$ cat src/rtl/lcd_pkg.sv
`default_nettype none
// +--------------------------------------------------------------------+
// | Module      : lcd_pkg                                              |
// | Description : Raster timing defaults, pack layout and unpack helper|
// | Revision    : 1.0 - initial release                                |
// +--------------------------------------------------------------------+
package lcd_pkg;

    localparam int H_ACTIVE_DEF = 800;
    localparam int H_FRONT_DEF  = 40;
    localparam int H_SYNC_DEF   = 128;
    localparam int H_BACK_DEF   = 88;
    localparam int V_ACTIVE_DEF = 480;
    localparam int V_FRONT_DEF  = 1;
    localparam int V_SYNC_DEF   = 3;
    localparam int V_BACK_DEF   = 21;

    localparam int H_TOTAL = H_SYNC_DEF + H_BACK_DEF + H_ACTIVE_DEF + H_FRONT_DEF;
    localparam int V_TOTAL = V_SYNC_DEF + V_BACK_DEF + V_ACTIVE_DEF + V_FRONT_DEF;

    localparam int PIX_W    = 10;
    localparam int PK_G_HI  = 14;
    localparam int PK_G_LO  = 10;
    localparam int PK_CH_HI = 9;
    localparam int PK_CH_LO = 0;

    typedef struct packed {
        logic [PIX_W-1:0] red;
        logic [PIX_W-1:0] green;
        logic [PIX_W-1:0] blue;
    } rgb_t;

    // rd1 carries G[9:5] and B, rd2 carries G[4:0] and R; bit 15 is spare.
    function automatic rgb_t unpack_pair(input logic [15:0] rd1, input logic [15:0] rd2);
        rgb_t p;
        p.red   = rd2[PK_CH_HI:PK_CH_LO];
        p.green = {rd1[PK_G_HI:PK_G_LO], rd2[PK_G_HI:PK_G_LO]};
        p.blue  = rd1[PK_CH_HI:PK_CH_LO];
        return p;
    endfunction

endpackage
`default_nettype wire

$ cat src/rtl/lcd_frame_reader_if.sv
`default_nettype none
// +--------------------------------------------------------------------+
// | Module      : lcd_frame_reader_if                                  |
// | Description : Read-FIFO side and LCD pin side of the frame reader  |
// | Revision    : 1.0 - initial release                                |
// +--------------------------------------------------------------------+
interface lcd_frame_reader_if;

    logic [15:0] iRd1_data;
    logic [15:0] iRd2_data;
    logic        iRdEmpty;
    logic        oRdReq;
    logic        oFrameStart;
    logic        oHsync_n;
    logic        oVsync_n;
    logic        oDE;
    logic [9:0]  oRed;
    logic [9:0]  oGreen;
    logic [9:0]  oBlue;
    logic        oUnderflow;

    modport master (
        input  iRd1_data, iRd2_data, iRdEmpty,
        output oRdReq, oFrameStart, oHsync_n, oVsync_n, oDE,
               oRed, oGreen, oBlue, oUnderflow
    );

    modport slave (
        output iRd1_data, iRd2_data, iRdEmpty,
        input  oRdReq, oFrameStart, oHsync_n, oVsync_n, oDE,
               oRed, oGreen, oBlue, oUnderflow
    );

endinterface
`default_nettype wire

$ cat src/rtl/lcd_timing_gen.sv
`default_nettype none
// +--------------------------------------------------------------------+
// | Module      : lcd_timing_gen                                       |
// | Description : Raster counters with active/sync/frame-start decode  |
// | Revision    : 1.0 - initial release                                |
// +--------------------------------------------------------------------+
module lcd_timing_gen
    import lcd_pkg::*;
#(
    parameter int H_ACTIVE = H_ACTIVE_DEF,
    parameter int H_FRONT  = H_FRONT_DEF,
    parameter int H_SYNC   = H_SYNC_DEF,
    parameter int H_BACK   = H_BACK_DEF,
    parameter int V_ACTIVE = V_ACTIVE_DEF,
    parameter int V_FRONT  = V_FRONT_DEF,
    parameter int V_SYNC   = V_SYNC_DEF,
    parameter int V_BACK   = V_BACK_DEF
) (
    input  logic iClk,
    input  logic iRst,
    output logic act0_o,
    output logic hs0_o,
    output logic vs0_o,
    output logic frame_start_o
);

    localparam int HT  = H_SYNC + H_BACK + H_ACTIVE + H_FRONT;
    localparam int VT  = V_SYNC + V_BACK + V_ACTIVE + V_FRONT;
    localparam int HW  = (HT > 1) ? $clog2(HT) : 1;
    localparam int VW  = (VT > 1) ? $clog2(VT) : 1;
    localparam int HA0 = H_SYNC + H_BACK;
    localparam int VA0 = V_SYNC + V_BACK;

    logic [HW-1:0] hcnt_q, hcnt_d;
    logic [VW-1:0] vcnt_q, vcnt_d;
    logic          h_act, v_act;

    always_comb begin
        hcnt_d = hcnt_q + 1'b1;
        vcnt_d = vcnt_q;
        if (hcnt_q == HW'(HT - 1)) begin
            hcnt_d = '0;
            vcnt_d = (vcnt_q == VW'(VT - 1)) ? '0 : vcnt_q + 1'b1;
        end
    end

    always_ff @(posedge iClk or posedge iRst) begin
        if (iRst) begin
            hcnt_q <= '0;
            vcnt_q <= '0;
        end else begin
            hcnt_q <= hcnt_d;
            vcnt_q <= vcnt_d;
        end
    end

    assign h_act  = (hcnt_q >= HW'(HA0)) && (hcnt_q <= HW'(HA0 + H_ACTIVE - 1));
    assign v_act  = (vcnt_q >= VW'(VA0)) && (vcnt_q <= VW'(VA0 + V_ACTIVE - 1));
    assign act0_o = h_act && v_act;
    assign hs0_o  = (hcnt_q < HW'(H_SYNC));
    assign vs0_o  = (vcnt_q < VW'(V_SYNC));

    // Counters sit at 0/0 while reset is held; keep the pulse quiet until release.
    assign frame_start_o = (hcnt_q == '0) && (vcnt_q == '0) && !iRst;

endmodule
`default_nettype wire

$ cat src/rtl/lcd_frame_reader.sv
`default_nettype none
// +--------------------------------------------------------------------+
// | Module      : lcd_frame_reader                                     |
// | Description : LCD raster timing, FIFO pop and pixel-pair unpack    |
// | Revision    : 1.0 - initial release                                |
// +--------------------------------------------------------------------+
module lcd_frame_reader
    import lcd_pkg::*;
#(
    parameter int H_ACTIVE = H_ACTIVE_DEF,
    parameter int H_FRONT  = H_FRONT_DEF,
    parameter int H_SYNC   = H_SYNC_DEF,
    parameter int H_BACK   = H_BACK_DEF,
    parameter int V_ACTIVE = V_ACTIVE_DEF,
    parameter int V_FRONT  = V_FRONT_DEF,
    parameter int V_SYNC   = V_SYNC_DEF,
    parameter int V_BACK   = V_BACK_DEF
) (
    input  logic                      iClk,
    input  logic                      iRst,
    lcd_frame_reader_if.master        bus
);

    logic act0, hs0, vs0, frame_start, miss0;
    logic act1_q, hs1_q, vs1_q, miss1_q;
    logic de_q, hsync_n_q, vsync_n_q;
    logic underflow_q, underflow_d;
    rgb_t pix_q, pix_d;

    lcd_timing_gen #(
        .H_ACTIVE (H_ACTIVE),
        .H_FRONT  (H_FRONT),
        .H_SYNC   (H_SYNC),
        .H_BACK   (H_BACK),
        .V_ACTIVE (V_ACTIVE),
        .V_FRONT  (V_FRONT),
        .V_SYNC   (V_SYNC),
        .V_BACK   (V_BACK)
    ) u_timing (
        .iClk          (iClk),
        .iRst          (iRst),
        .act0_o        (act0),
        .hs0_o         (hs0),
        .vs0_o         (vs0),
        .frame_start_o (frame_start)
    );

    assign miss0 = act0 & bus.iRdEmpty;

    always_ff @(posedge iClk or posedge iRst) begin
        if (iRst) begin
            act1_q  <= 1'b0;
            hs1_q   <= 1'b0;
            vs1_q   <= 1'b0;
            miss1_q <= 1'b0;
        end else begin
            act1_q  <= act0;
            hs1_q   <= hs0;
            vs1_q   <= vs0;
            miss1_q <= miss0;
        end
    end

    // FIFO words are present in stage 1; a skipped pop leaves stale data, so it goes black.
    always_comb begin
        pix_d = '0;
        if (act1_q && !miss1_q) begin
            pix_d = unpack_pair(bus.iRd1_data, bus.iRd2_data);
        end
    end

    always_comb begin
        underflow_d = underflow_q;
        if (frame_start) underflow_d = 1'b0;
        if (miss0)       underflow_d = 1'b1;
    end

    always_ff @(posedge iClk or posedge iRst) begin
        if (iRst) begin
            de_q        <= 1'b0;
            hsync_n_q   <= 1'b1;
            vsync_n_q   <= 1'b1;
            pix_q       <= '0;
            underflow_q <= 1'b0;
        end else begin
            de_q        <= act1_q;
            hsync_n_q   <= ~hs1_q;
            vsync_n_q   <= ~vs1_q;
            pix_q       <= pix_d;
            underflow_q <= underflow_d;
        end
    end

    assign bus.oRdReq      = act0 & ~bus.iRdEmpty;
    assign bus.oFrameStart = frame_start;
    assign bus.oHsync_n    = hsync_n_q;
    assign bus.oVsync_n    = vsync_n_q;
    assign bus.oDE         = de_q;
    assign bus.oRed        = pix_q.red;
    assign bus.oGreen      = pix_q.green;
    assign bus.oBlue       = pix_q.blue;
    assign bus.oUnderflow  = underflow_q;

endmodule
`default_nettype wire

$ cat src/flat_wrapper.sv
// flat-port wrapper written by rule: the top's interface ports become plain ports
module lcd_frame_reader_flat import lcd_pkg::*;
#(
    parameter int H_ACTIVE = H_ACTIVE_DEF,
    parameter int H_FRONT  = H_FRONT_DEF,
    parameter int H_SYNC   = H_SYNC_DEF,
    parameter int H_BACK   = H_BACK_DEF,
    parameter int V_ACTIVE = V_ACTIVE_DEF,
    parameter int V_FRONT  = V_FRONT_DEF,
    parameter int V_SYNC   = V_SYNC_DEF,
    parameter int V_BACK   = V_BACK_DEF
)
  (iClk, iRst, bus_iRd1_data, bus_iRd2_data, bus_iRdEmpty, bus_oRdReq, bus_oFrameStart, bus_oHsync_n, bus_oVsync_n, bus_oDE, bus_oRed, bus_oGreen, bus_oBlue, bus_oUnderflow);
  lcd_frame_reader_if bus_i ();
  input  logic iClk;
  input  logic iRst;
  input wire logic [$bits(bus_i.iRd1_data)-1:0] bus_iRd1_data;
  input wire logic [$bits(bus_i.iRd2_data)-1:0] bus_iRd2_data;
  input wire logic [$bits(bus_i.iRdEmpty)-1:0] bus_iRdEmpty;
  output wire logic [$bits(bus_i.oRdReq)-1:0] bus_oRdReq;
  output wire logic [$bits(bus_i.oFrameStart)-1:0] bus_oFrameStart;
  output wire logic [$bits(bus_i.oHsync_n)-1:0] bus_oHsync_n;
  output wire logic [$bits(bus_i.oVsync_n)-1:0] bus_oVsync_n;
  output wire logic [$bits(bus_i.oDE)-1:0] bus_oDE;
  output wire logic [$bits(bus_i.oRed)-1:0] bus_oRed;
  output wire logic [$bits(bus_i.oGreen)-1:0] bus_oGreen;
  output wire logic [$bits(bus_i.oBlue)-1:0] bus_oBlue;
  output wire logic [$bits(bus_i.oUnderflow)-1:0] bus_oUnderflow;
  assign bus_i.iRd1_data = bus_iRd1_data;
  assign bus_i.iRd2_data = bus_iRd2_data;
  assign bus_i.iRdEmpty = bus_iRdEmpty;
  assign bus_oRdReq = bus_i.oRdReq;
  assign bus_oFrameStart = bus_i.oFrameStart;
  assign bus_oHsync_n = bus_i.oHsync_n;
  assign bus_oVsync_n = bus_i.oVsync_n;
  assign bus_oDE = bus_i.oDE;
  assign bus_oRed = bus_i.oRed;
  assign bus_oGreen = bus_i.oGreen;
  assign bus_oBlue = bus_i.oBlue;
  assign bus_oUnderflow = bus_i.oUnderflow;
  lcd_frame_reader #(.H_ACTIVE(H_ACTIVE), .H_FRONT(H_FRONT), .H_SYNC(H_SYNC), .H_BACK(H_BACK), .V_ACTIVE(V_ACTIVE), .V_FRONT(V_FRONT), .V_SYNC(V_SYNC), .V_BACK(V_BACK)) u_core (.iClk(iClk), .iRst(iRst), .bus(bus_i));
endmodule
$ cat config.mk
export PLATFORM = sky130hd
export DESIGN_NAME = lcd_frame_reader_flat
export DESIGN_NICKNAME = d
export VERILOG_FILES = /design/src/rtl/lcd_pkg.sv /design/src/rtl/lcd_frame_reader_if.sv /design/src/rtl/lcd_timing_gen.sv /design/src/rtl/lcd_frame_reader.sv /design/src/flat_wrapper.sv
export SDC_FILE = /design/constraint.sdc
export NUM_CORES = 1
export LEC_CHECK = 0
export ABC_CLOCK_PERIOD_IN_PS = 3960
export BUFFER_PORTS_ARGS = -buffer_cell sky130_fd_sc_hd__buf_2
export CAP_MARGIN = 30
export CORE_MARGIN = 4
export CORE_UTILIZATION = 50
export DETAILED_ROUTE_END_ITERATION = 8
export GPL_ROUTABILITY_DRIVEN = 0
export PLACE_DENSITY = 0.86
export RECOVER_POWER = 100
export SYNTH_ARGS = -nofsm -noshare
export SYNTH_HDL_FRONTEND = slang
export SYNTH_HIERARCHICAL = 1
export SYNTH_SLANG_ARGS = --single-unit
$ cat constraint.sdc
create_clock -name iClk -period 3.96 [get_ports iClk]
set_input_delay 0.594 -clock iClk [delete_from_list [all_inputs] [get_ports iClk]]
set_output_delay 0.594 -clock iClk [all_outputs]
set_load 0.01 [all_outputs]
==> results_dict.tcl <==
set metrics [dict create \
    power_switching_mw 0.233 \
    slew_headroom -0.241 \
    drive_gt1_frac 0.266 \
    grt_start_max_net_pins 39 \
    fin_cells 357 \
    pwr-share-comb 0.025 \
    cts_resized 0 \
    initial_utilization 0.517 \
    tns_ns 0 \
    p_leak_nw 1.39 \
    synth-xor-area-share 0.0287 \
    synth_cells 211 \
    critPathRequiredTime_ns 3.37 \
    cts_setup_buffers 0 \
    ctsHtreeMaxLevel 3 \
    dpl.cell_count 341 \
    hold_path.class "reg2reg" \
    cts_tree "built" \
    synth.distinct_cells 43 \
    status "finished, violations left" \
    grtUsageTotal 0.169 \
    final_util 0.618 \
    antenna_found_initial 0 \
    syn-num-nets 250 \
    clk_pin_slew_ns 0.06 \
    yosysSeqAreaShare 0.596 \
    cts-hold-fix-buffers 0 \
    numPortBuffers 68 \
    fin_nets 324 \
    hold_viol_final 0 \
    routedWlPerCell_um 13.5 \
    grt_pass1_vias 1701 \
    rsz0062_at_grt "false" \
    drtPass1Iterations 4 \
    drc 0 \
    clkSinkCount 58 \
    reg2regPathDepth 5 \
    rows 25 \
    cts_max_path_buffers 2 \
    grt_pass1_wl_um 7850 \
    worst_pin_slew_ns 1.86 \
    synth-simple-area-share 0.244 \
    worstSetupStartpointType "input port" \
    fmax_mhz 354 \
    diodes 0 \
    drt_iter0_drc 100 \
    vias_per_cell 4.94 \
    regToRegSetupSlack_ns 1.90 \
    fin_area_um2 2920 \
    pin_count 71 \
    syn_avg_cell_area_um2 11.6 \
    drt-total-wl_um 4820 \
    clkLatencyLatePin_ns 0.33 \
    antenna_left 0 \
    setup_viol_count_final 0 \
    seqPwrFrac 0.550 \
    irDropWorstVdd_v 0.000215 \
    r2r_start "u_core/u_timing/hcnt_q[0]" \
    die_area_um2 6060 \
    p_sw_frac 0.216 \
    violations "max-capacitance violations, max-slew violations" \
    syn_to_final_growth_pct 19.6 \
    maxCapViolCount 1 \
    synth_top_family_by_area "simple AND/OR/NAND/NOR gates" \
    fin_worst_skew_ns 0.00747 \
    synthAdderAreaFrac 0.0205 \
    cp-startpoint "iRst" \
    synth_compound_area_frac 0.0610 \
    synth_area_um2 2440 \
    core_area_um2 4720 \
    cp.arrival_ns 2.23 \
    min_period_ns 2.83 \
    path_class "in2out" \
    cts-root-buf "clkbuf_8" \
    placedInstanceArea_um2 2830 \
    cts_buffers 9 \
    cell_internal_pwr_mw 0.845 \
    r2r_end "u_core/u_timing/vcnt_q[6]" \
    final_common_cell "dfrtp_1" \
    ys_ff_latch 58 \
    p_clk_frac 0.425 \
    worstPathMaxFanout 21 \
    die_height_um 77.9 \
    final_max_slew_viol_count 39 \
    critPathCaptureType "primary output" \
    crit_end "bus_oFrameStart" \
    most-common-layout-cells "56 x dfrtp_1, 39 x clkbuf_1, 32 x buf_2" \
    power.density_nw_per_um2 369 \
    dpl.hpwl_um 3460 \
    min_period_over_period 0.714 \
    synth_warnings 6 \
    synthMuxAreaShare 0.00462 \
    grt_overflow_total 0 \
    fp.dieW_um 77.9 \
    num_vias 1762 \
]
-- routing by layer --
layer	up-vias	GRT usage	share of wire
met4	0	0.0765	0.0054
li1	850	-	-
met5	-	0	0
met3	2	0.0650	0.086
met2	60	0.254	0.46
met1	850	0.216	0.45
-- critical path, cell delays in order --
cell and delay (ns):
buf_2 0.10, inv_1 0.04, clkbuf_1 0.84, nand4_1 0.16, nor3_1 0.29, clkbuf_1 0.19
-- registers in the layout (all words and copies together), names as in the netlist, 9 cells and up --
register,flops
u_core/bus.oBlue,10
u_core/bus.oRed,10
u_core/u_timing/vcnt_q,9
u_core/bus.oGreen,10
u_core/u_timing/hcnt_q,11
-- through the flow --
stage,worst slack (ns),power [mW],hold slack (ns)
floorplan,1.84,0.613,0.337
global placement,1.70,0.632,0.339
global route,0.918,1.13,0.380
finish,1.13,1.08,0.366
detailed placement,1.65,0.632,0.360
CTS,1.27,1.10,0.287
-- worst min-delay path by stage --
stage / from / to / slack, ns / depth (start not counted)
2_1_floorplan: u_core/hs1_q / u_core/bus.oHsync_n / 0.34 / 1
3_3_place_gp: u_core/hs1_q / u_core/bus.oHsync_n / 0.34 / 1
3_5_place_dp: u_core/vs1_q / u_core/bus.oVsync_n / 0.36 / 1
4_1_cts: iRst / u_core/u_timing/vcnt_q[6] / 0.29 / 3
5_1_grt: u_core/hs1_q / u_core/bus.oHsync_n / 0.38 / 1
6_report: u_core/vs1_q / u_core/bus.oVsync_n / 0.37 / 1
-- logic make-up (layout without fill, tap and decap cells) --
kind of cell,count (synthesis),count (layout)
compound gates,24,24
xor+xnor,8,8
simple gates,94,94
buf+inv,22,101
mux,1,1
flops,58,58
fa+ha+maj,4,4
-- Yosys cell counts (all sizes together) --
cell type,instances,area share
a21o,1,0.0031
a21oi,8,0.016
a221oi,1,0.0036
a22o,1,0.0036
a32o,1,0.0041
and2,32,0.092
and2b,1,0.0036
and3,1,0.0031
and4,2,0.0082
buf,7,0.022
dfrtp,56,0.57
dfstp,2,0.022
ha,4,0.021
inv,15,0.023
mux2,1,0.0046
nand2,14,0.022
nand3,8,0.018
nand3b,1,0.0031
nand4,4,0.016
nor2,11,0.017
nor2b,2,0.0082
nor3,7,0.019
nor4,5,0.015
o21ai,8,0.016
o21ba,1,0.0041
o21bai,1,0.0031
o31ai,1,0.0031
o41ai,1,0.0036
or2,1,0.0026
or3,3,0.0077
or4,2,0.0077
xnor2,4,0.014
xor2,4,0.014
-- layout make-up --
| class | count | area [µm²] |
|---|---|---|
| repair buffers | 70 | 303 |
| clock inverters | 5 | 30.0 |
| multi-input cells | 131 | 851 |
| clock buffers | 11 | 141 |
| flip-flops and latches | 58 | 1450 |
| inverters | 15 | 56.3 |
| fillers | 378 | 1800 |
| well taps | 67 | 83.8 |
-- power by group through the flow --
| stage | combinational [mW] | clock (mW) | sequential [mW] |
|---|---|---|---|
| after floorplan | 0.00908 | 0 | 0.604 |
| after global placement | 0.0287 | 0 | 0.603 |
| after detailed placement | 0.0286 | 0 | 0.603 |
| after CTS | 0.0289 | 0.474 | 0.593 |
| after global routing | 0.0311 | 0.506 | 0.592 |
| final | 0.0267 | 0.458 | 0.593 |
(Power assumes the default switching activity.)
